`src/rtl/eval_result_collector.sv`:
```
// eval_result_collector: follows eval_module with a valid/kernel delay line that
// lines the tags up with the fixed result latency. Aligned results go into a
// first-word-fall-through FIFO that drains through a valid/ready port.
// A wrapping checksum covers every result the FIFO accepts.
module eval_result_collector #(
    parameter int LATENCY = 4,
    parameter int DEPTH   = 8,
    parameter int CW      = 16
) (
    input  logic                       clk,
    input  logic                       rst,
    input  logic                       issue_valid,
    input  logic                       issue_kernel,
    input  logic [7:0]                 eval_result,
    output logic                       out_valid,
    input  logic                       out_ready,
    output logic [7:0]                 out_data,
    output logic                       out_kernel,
    output logic [CW-1:0]              checksum,
    output logic [$clog2(DEPTH):0]     count,
    output logic                       overflow
);

    localparam int AW   = $clog2(DEPTH);
    localparam int CNTW = AW + 1;
    localparam logic [CNTW-1:0] FULL = CNTW'(DEPTH);

    // Stage i holds the tag of the beat issued i edges ago.
    logic [LATENCY:1] vld_pipe;
    logic [LATENCY:1] knl_pipe;

    logic          push_v, push_k, pop, push_ok;
    logic [AW-1:0] wr_ptr, rd_ptr;
    logic [7:0]    mem_data [DEPTH];
    logic          mem_knl  [DEPTH];

    assign push_v  = vld_pipe[LATENCY];
    assign push_k  = knl_pipe[LATENCY];
    assign pop     = out_valid && out_ready;
    // A full FIFO can still take a push when the head leaves in the same cycle.
    assign push_ok = push_v && ((count != FULL) || pop);

    // Head is shown straight from registered state; zeroed when empty.
    assign out_valid  = (count != '0);
    assign out_data   = out_valid ? mem_data[rd_ptr] : 8'd0;
    assign out_kernel = out_valid ? mem_knl[rd_ptr]  : 1'b0;

    // Delay line: reset flushes in-flight beats so they never reach the FIFO.
    always_ff @(posedge clk) begin
        if (rst) begin
            vld_pipe <= '0;
            knl_pipe <= '0;
        end else begin
            vld_pipe[1] <= issue_valid;
            knl_pipe[1] <= issue_kernel;
            for (int i = 2; i <= LATENCY; i++) begin
                vld_pipe[i] <= vld_pipe[i-1];
                knl_pipe[i] <= knl_pipe[i-1];
            end
        end
    end

    // FIFO storage; contents are don't-care while not covered by count.
    always_ff @(posedge clk) begin
        if (push_ok) begin
            mem_data[wr_ptr] <= eval_result;
            mem_knl[wr_ptr]  <= push_k;
        end
    end

    // Pointers, occupancy, sticky overflow and checksum.
    always_ff @(posedge clk) begin
        if (rst) begin
            wr_ptr   <= '0;
            rd_ptr   <= '0;
            count    <= '0;
            overflow <= 1'b0;
            checksum <= '0;
        end else begin
            if (push_ok) begin
                wr_ptr   <= wr_ptr + AW'(1);
                checksum <= checksum + {{(CW-8){1'b0}}, eval_result};
            end
            if (pop)
                rd_ptr <= rd_ptr + AW'(1);
            if (push_v && !push_ok)
                overflow <= 1'b1;
            case ({push_ok, pop})
                2'b10:   count <= count + CNTW'(1);
                2'b01:   count <= count - CNTW'(1);
                default: count <= count;
            endcase
        end
    end

endmodule

```
`config.mk`:
```
export PLATFORM = sky130hd
export DESIGN_NAME = eval_result_collector
export DESIGN_NICKNAME = d
export VERILOG_FILES = /design/src/rtl/eval_result_collector.sv
export SDC_FILE = /design/constraint.sdc
export NUM_CORES = 1
export LEC_CHECK = 0
export ABC_AREA = 1
export CAP_MARGIN = 20
export CORE_MARGIN = 2
export CORE_UTILIZATION = 55
export CTS_CLUSTER_DIAMETER = 50
export DETAILED_ROUTE_END_ITERATION = 10
export PLACE_DENSITY = 0.86
export SLEW_MARGIN = 20
export SYNTH_ARGS = -nofsm -noshare
export SYNTH_HDL_FRONTEND = slang
export SYNTH_SLANG_ARGS = --single-unit
export TNS_END_PERCENT = 30
```
`constraint.sdc`:
```
create_clock -name clk -period 2.43 [get_ports clk]
set_input_delay 0.243 -clock clk [delete_from_list [all_inputs] [get_ports clk]]
set_output_delay 0.243 -clock clk [all_outputs]
set_load 0.03 [all_outputs]
```
==> reports/qor.yml, run 1 <==
numPlacedInstances: 662
maxCapViolCount: 0
syn_to_final_growth_pct: 16.5
cts_buffers: 9
grt_pass1_wl_um: 17500
synth_top_area_share_pct: 43.9
drc: 0
ys_warn_count: 0
cts_tree: "built"
wl_um: 10600
clk-insertion-delay-late_ps: 380
synth-seq-cells: 110
vias_per_cell: 5.51
finalNetCount: 592
nFillCells: 654
final-setup-viol-count: 0
rsz0062_at_grt: "no"
grt-ovfl-total: 0
h-tree-depth: 3
outcome: "finished clean"
clk_pin_slew_ps: 100
fmax_ghz: 0.445
first_pass_iters: 5
grt_max_degree: 37
slowest_delay_ps: 420
p_leak_uw: 0.00222
layout-drive-gt1-share_pct: 10.2
synthTopCellsByArea: "edfxtp_1 44%, dfxtp_1 15%, nor2_1 9.1%, o21ai_0 5.1%, nand2_1 4.8%"
wire_per_inst_um: 15.6
die_w_um: 98.7
final_cell_mix: "120 x nor2_1, 72 x edfxtp_1, 62 x nand2_1"
power_density_mw_per_mm2: 868
cts.sinks: 110
ir_worst_vdd_v: 0.000663
hold_viol: 0
worst_pin_slew_ps: 599
cp-end-kind: "output pin"
layout_commonest_cell: "nor2_1"
rows: 34
postCtsHoldBufs: 0
crit_path_top_delay_cell: "dlygate4sd2_1"
synth_top_cell_by_area: "edfxtp_1"
post-dp-hpwl_um: 7240
finalMaxSlewViolations: 0
die_h_um: 98.7
portBuffers: 43
grt_usage_pct: 22.8
hold_path.class: "in -> reg"
crit_arrival_ps: 2000
tns_ps: 0
drt_iter0_markers: 274
worstSetupStartpointType: "flip-flop"
worstSetupPathType: "reg -> out"
start_util_pct: 56.5
syn_area_per_cell_um2: 9.70
clock_path_buffers: 2
io_pins: 44
ant_nets: 0
synth_nets: 535
antennaDiodeCount: 0
fin_crit_sh_pct: 92.4
antenna_found_initial: 0
critical_path_buf_inv_count: 2
syn_inst: 508
max_slew_margin_pct: 60.0
ys_types: 33
fin_cells: 678
crit_path_cell_trace: "buf_4 > nor2_1 > nor2_1 > o21ai_0 > o21ai_0 > o21ai_0 > nor2_1 > dlygate4sd2_1"
critPathTopFamily: "buffers and inverters"
finalClockSkew_ps: 13.9
core_mm2: 0.00872
cp.required_ps: 2190
seq_area_frac_synth_pct: 59.3
vias: 3739
finalWorstSetupSlack_ps: 184
grt_pass1_vias: 3701
fin_crit_ps: 2250
preCtsSetupSlack_ps: 172
gp_congestion: 0.873
clockRootBuffer: "clkbuf_8"
critPathMaxFanout: 11
die_area_mm2: 0.00973
post_synth_instance_area_mm2: 0.00493
synth_stat cells (all sizes together):
library cell  number
fa                 2
a21o               2
mux2i              9
nand3             29
nand2             69
ha                12
a31oi              1
nand3b             1
edfxtp            72
inv               43
xnor2              3
dfxtp             38
clkbuf             5
nand4              1
nor2             121
o21ai             56
buf               13
a21oi             17
o22ai              9
xor2               1
a21boi             1
a211oi             1
o21bai             2
logic make-up after synthesis:
kind of cell | count (synthesis) | share of synthesized area, %
simple gates | 221 | 19.0
mux | 9 | 1.83
flops | 110 | 59.3
xor+xnor | 4 | 0.711
buf+inv | 61 | 5.61
fa+ha+maj | 14 | 3.86
compound gates | 89 | 9.70
repair_timing:
| action | in CTS | in global routing |
|---|---|---|
| endpoints found under the setup margin | 8 | 3 |
| endpoints found under the hold margin | 0 | 0 |
| gates resized for setup | 8 | 4 |
| buffers inserted | 0 | 0 |
registers in the layout, summed over array words and instances, names as in the netlist, named ones only:
signal,flops
checksum,16
knl_pipe,4
mem_knl,8
wr_ptr,3
vld_pipe,4
overflow,1
rd_ptr,3
mem_data,64
count,4
worst register-to-register path: cells and delay by family, from the launching register on:
kind	cells	cell delay, ps
and+or+nand+nor	10	930
DFF	1	440
adders and majority gates	1	270
buffers and inverters	2	250
AOI/OAI and AO/OA	1	140
final cells by class:
cell class	count	area (um^2)	area share [%]
timing repair buffer	64	602	10.5
clock inverter	7	62.6	1.09
clock buffer	9	124	2.16
tap	108	135	2.35
sequential	110	2920	50.9
multi-input combinational	337	1730	30.1
inverter	43	164	2.86
final timing paths:
path               startpoint  slack [ps]          end  depth (start not counted)
setup reg to reg     count[3]         280     count[3]                         14
setup / recovery    flip-flop         180  out_data[0]                          8
hold reg to reg   knl_pipe[2]         410  knl_pipe[3]                          2
hold / removal    issue_valid         390  vld_pipe[1]                          3
routing by layer:
metal	wire, um	part of all wire, %	up-vias	GRT usage, %
met5	0	0	-	0
met4	230	2.2	0	9.48
met3	747	7.1	21	3.19
met2	5220	49	165	38.9
met1	4370	41	1734	29.5
li1	-	-	1819	-
per-stage QoR:
stage | util, % | power, uW | cell area (um^2) | hold slack [ps]
2_1_floorplan | - | 3390 | 4930 | 342
3_5_place_dp | 63.8 | 4020 | 5560 | 395
5_1_grt | 65.8 | 5270 | 5740 | 371
4_1_cts | 65.8 | 5000 | 5740 | 372
3_3_place_gp | 63.8 | 3970 | 5560 | 392
6_report | 65.8 | 4980 | 5740 | 385
report_power, final:
part / internal, uW / leakage [uW] / switching, uW
Clock: 399 / 0.0000984 / 656
Combinational: 635 / 0.00116 / 1160
Sequential: 2060 / 0.000959 / 78.3
No activity file was read; power rests on OpenSTA's default activity.
==> inputs of run 2 (changes only) <==
--- a/config.mk
+++ b/config.mk
@@ -12,6 +12,7 @@
 export CTS_CLUSTER_DIAMETER = 50
 export DETAILED_ROUTE_END_ITERATION = 10
 export PLACE_DENSITY = 0.86
+export SKIP_LAST_GASP = 1
 export SLEW_MARGIN = 20
 export SYNTH_ARGS = -nofsm -noshare
 export SYNTH_HDL_FRONTEND = slang
==> run 2 against run 1 <==
Compared with the run above:
- the flow now finishes with violations (setup timing)
- hold slack better by 0.50 ps
- sequential share of layout area down 0.10 points
- sequential power is essentially flat
- global-route usage is essentially flat
- total power grew 1.0%
- flip-flop and latch count did not move
- via count down 0.51%
==> reports/qor.yml, run 2 (synthesis results as in run 1) <==
outcome: "finished, violations left"  # was finished clean
violations: "setup timing"
clk-insertion-delay-late_ps: 380  # about the same
h-tree-depth: 3  # unchanged
slowest_delay_ps: 700  # was 420 ps
hold_slack_ps: 386  # was 385 ps
max_slew_margin_pct: 59.6  # was 60.0%
grt_usage_pct: 22.8  # about the same
antenna_found_initial: 0  # unchanged
cp.required_ps: 2190  # about the same
hold_viol: 0  # unchanged
vias_per_cell: 5.49  # was 5.51
tns_ps: -163  # was 0 ps
finalWorstSetupSlack_ps: -87.6  # was 184 ps
ir_worst_vdd_v: 0.000664  # was 0.000663 V
clock_path_buffers: 2  # unchanged
finalMaxSlewViolations: 0  # unchanged
grt_pass1_vias: 3698  # was 3701
utilization_pct: 66.0  # was 65.8%
drt_iter0_markers: 275  # was 274
largestRegisters: "mem_data: 64 flops, checksum: 16 flops, mem_knl: 8 flops"  # unchanged
maxCapViolCount: 0  # unchanged
crit_path_top_delay_cell: "clkdlybuf4s50_1"  # was dlygate4sd2_1
die_area_mm2: 0.00973  # unchanged
p_leak_uw: 0.00221  # was 0.00222 uW
crit_path_cell_trace: "buf_4 > nor2_1 > nor2_1 > o21ai_0 > o21ai_0 > o21ai_0 > nor2_1 > clkdlybuf4s50_1"  # was buf_4 > nor2_1 > nor2_1 > o21ai_0 > o21ai_0 > o21ai_0 > nor2_1 > dlygate4sd2_1
clockRootBuffer: "clkbuf_8"  # unchanged
rsz0062_at_grt: "yes"  # was no
finalClockSkew_ps: 15.2  # was 13.9 ps
cts_buffers: 9  # unchanged
cp-end-kind: "output pin"  # unchanged
ant_nets: 0  # unchanged
grt_max_degree: 37  # unchanged
wire_per_inst_um: 15.6  # about the same
fmax_ghz: 0.397  # was 0.445 GHz
cts_tree: "built"  # unchanged
antennaDiodeCount: 0  # unchanged
worstSetupStartpointType: "flip-flop"  # unchanged
top_register: "mem_data"  # unchanged
io_pins: 44  # unchanged
rows: 34  # unchanged
portBuffers: 43  # unchanged
core_mm2: 0.00872  # unchanged
hold_path.class: "in -> reg"  # unchanged
power_uw: 5040  # was 4980 uW
layout-drive-gt1-share_pct: 9.82  # was 10.2%
worstSetupPathType: "reg -> out"  # unchanged
grt-ovfl-total: 0  # unchanged
drc: 0  # unchanged
critPathMaxFanout: 11  # unchanged
syn_to_final_growth_pct: 16.7  # was 16.5%
cts_setup_buffers: 0  # unchanged
die_w_um: 98.7  # unchanged
fin_crit_ps: 2520  # was 2250 ps
grt_pass1_wl_um: 17500  # about the same
first_pass_iters: 5  # unchanged
hold_start: "issue_valid"  # unchanged
layout_commonest_cell: "nor2_1"  # unchanged
worst_pin_slew_ps: 605  # was 599 ps
wl_um: 10600  # about the same
final-setup-viol-count: 4  # was 0
final_cell_mix: "120 x nor2_1, 72 x edfxtp_1, 63 x nand2_1"  # was 120 x nor2_1, 72 x edfxtp_1, 62 x nand2_1
die_h_um: 98.7  # unchanged
post-dp-hpwl_um: 7240  # unchanged
clk_pin_slew_ps: 100  # about the same
vias: 3720  # was 3739
critical_path_buf_inv_count: 2  # unchanged
fin_crit_sh_pct: 104  # was 92.4%
gp_congestion: 0.873  # unchanged
power_density_mw_per_mm2: 875  # was 868 mW/mm^2
critPathTopFamily: "buffers and inverters"  # unchanged
cts.sinks: 110  # unchanged
crit_arrival_ps: 2270  # was 2000 ps
finalNetCount: 592  # unchanged
largest_reg_flops: 64  # unchanged
r2r_start: "count[3]"  # unchanged
start_util_pct: 56.5  # unchanged
==> run 2: worst paths after layout <==
check,to,cells past startpoint,slack [ps]
max,out_data[7],8,-90
min,vld_pipe[1],3,390
max reg2reg,count[3],14,140
min reg2reg,knl_pipe[3],2,410
==> run 2: area by class of cell <==
class / instances / area [um^2]
fillers: 649 / 2970
clock inverters: 7 / 62.6
multi-input cells: 337 / 1730
repair buffers: 64 / 616
flip-flops and latches: 110 / 2920
clock buffers: 9 / 124
inverters: 43 / 164
well taps: 108 / 135
==> run 2: where the power goes <==
part           total, uW  internal (uW)  switching [uW]
logic               1840            686            1160
registers           2140           2060            78.1
clock network       1060            399             658
total               5040           3140            1890
==> run 2: stage by stage <==
stage / cell area (um^2) / setup WS (ps) / instances
2_1_floorplan: 4930 / 410 / 508
3_3_place_gp: 5560 / 257 / 662
5_1_grt: 5750 / -207 / 678
4_1_cts: 5750 / -102 / 678
3_5_place_dp: 5560 / 172 / 662
6_report: 5750 / -87.6 / 678
==> run 2: worst register-to-register path, cell delays in order, from the launching register on <==
cell and delay, ps:
dfxtp_1 440, nor2_1 70, nand2_1 330, nand2_2 150
inv_2 170, nand2_4 80, inv_1 90, ha_1 270
nand2_1 80, nand2_1 40, nor2_1 120, o21bai_1 140
nand3_1 90, nand2_1 60, nor2_1 50
==> run 2: timing repair <==
| item | 4_1_cts | 5_1_grt |
|---|---|---|
| gates resized for setup | 2 | 2 |
| gates cloned | 0 | 0 |
| setup endpoints to repair | 8 | 9 |
| hold buffers | 0 | 0 |
==> run 2: per-layer routing <==
metal	track usage, %	routed length, um	vias to the layer above
met3	3.12	690	21
met1	29.5	4410	1730
met2	38.9	5240	150
met4	9.48	233	0
met5	0	0	-
li1	-	-	1819
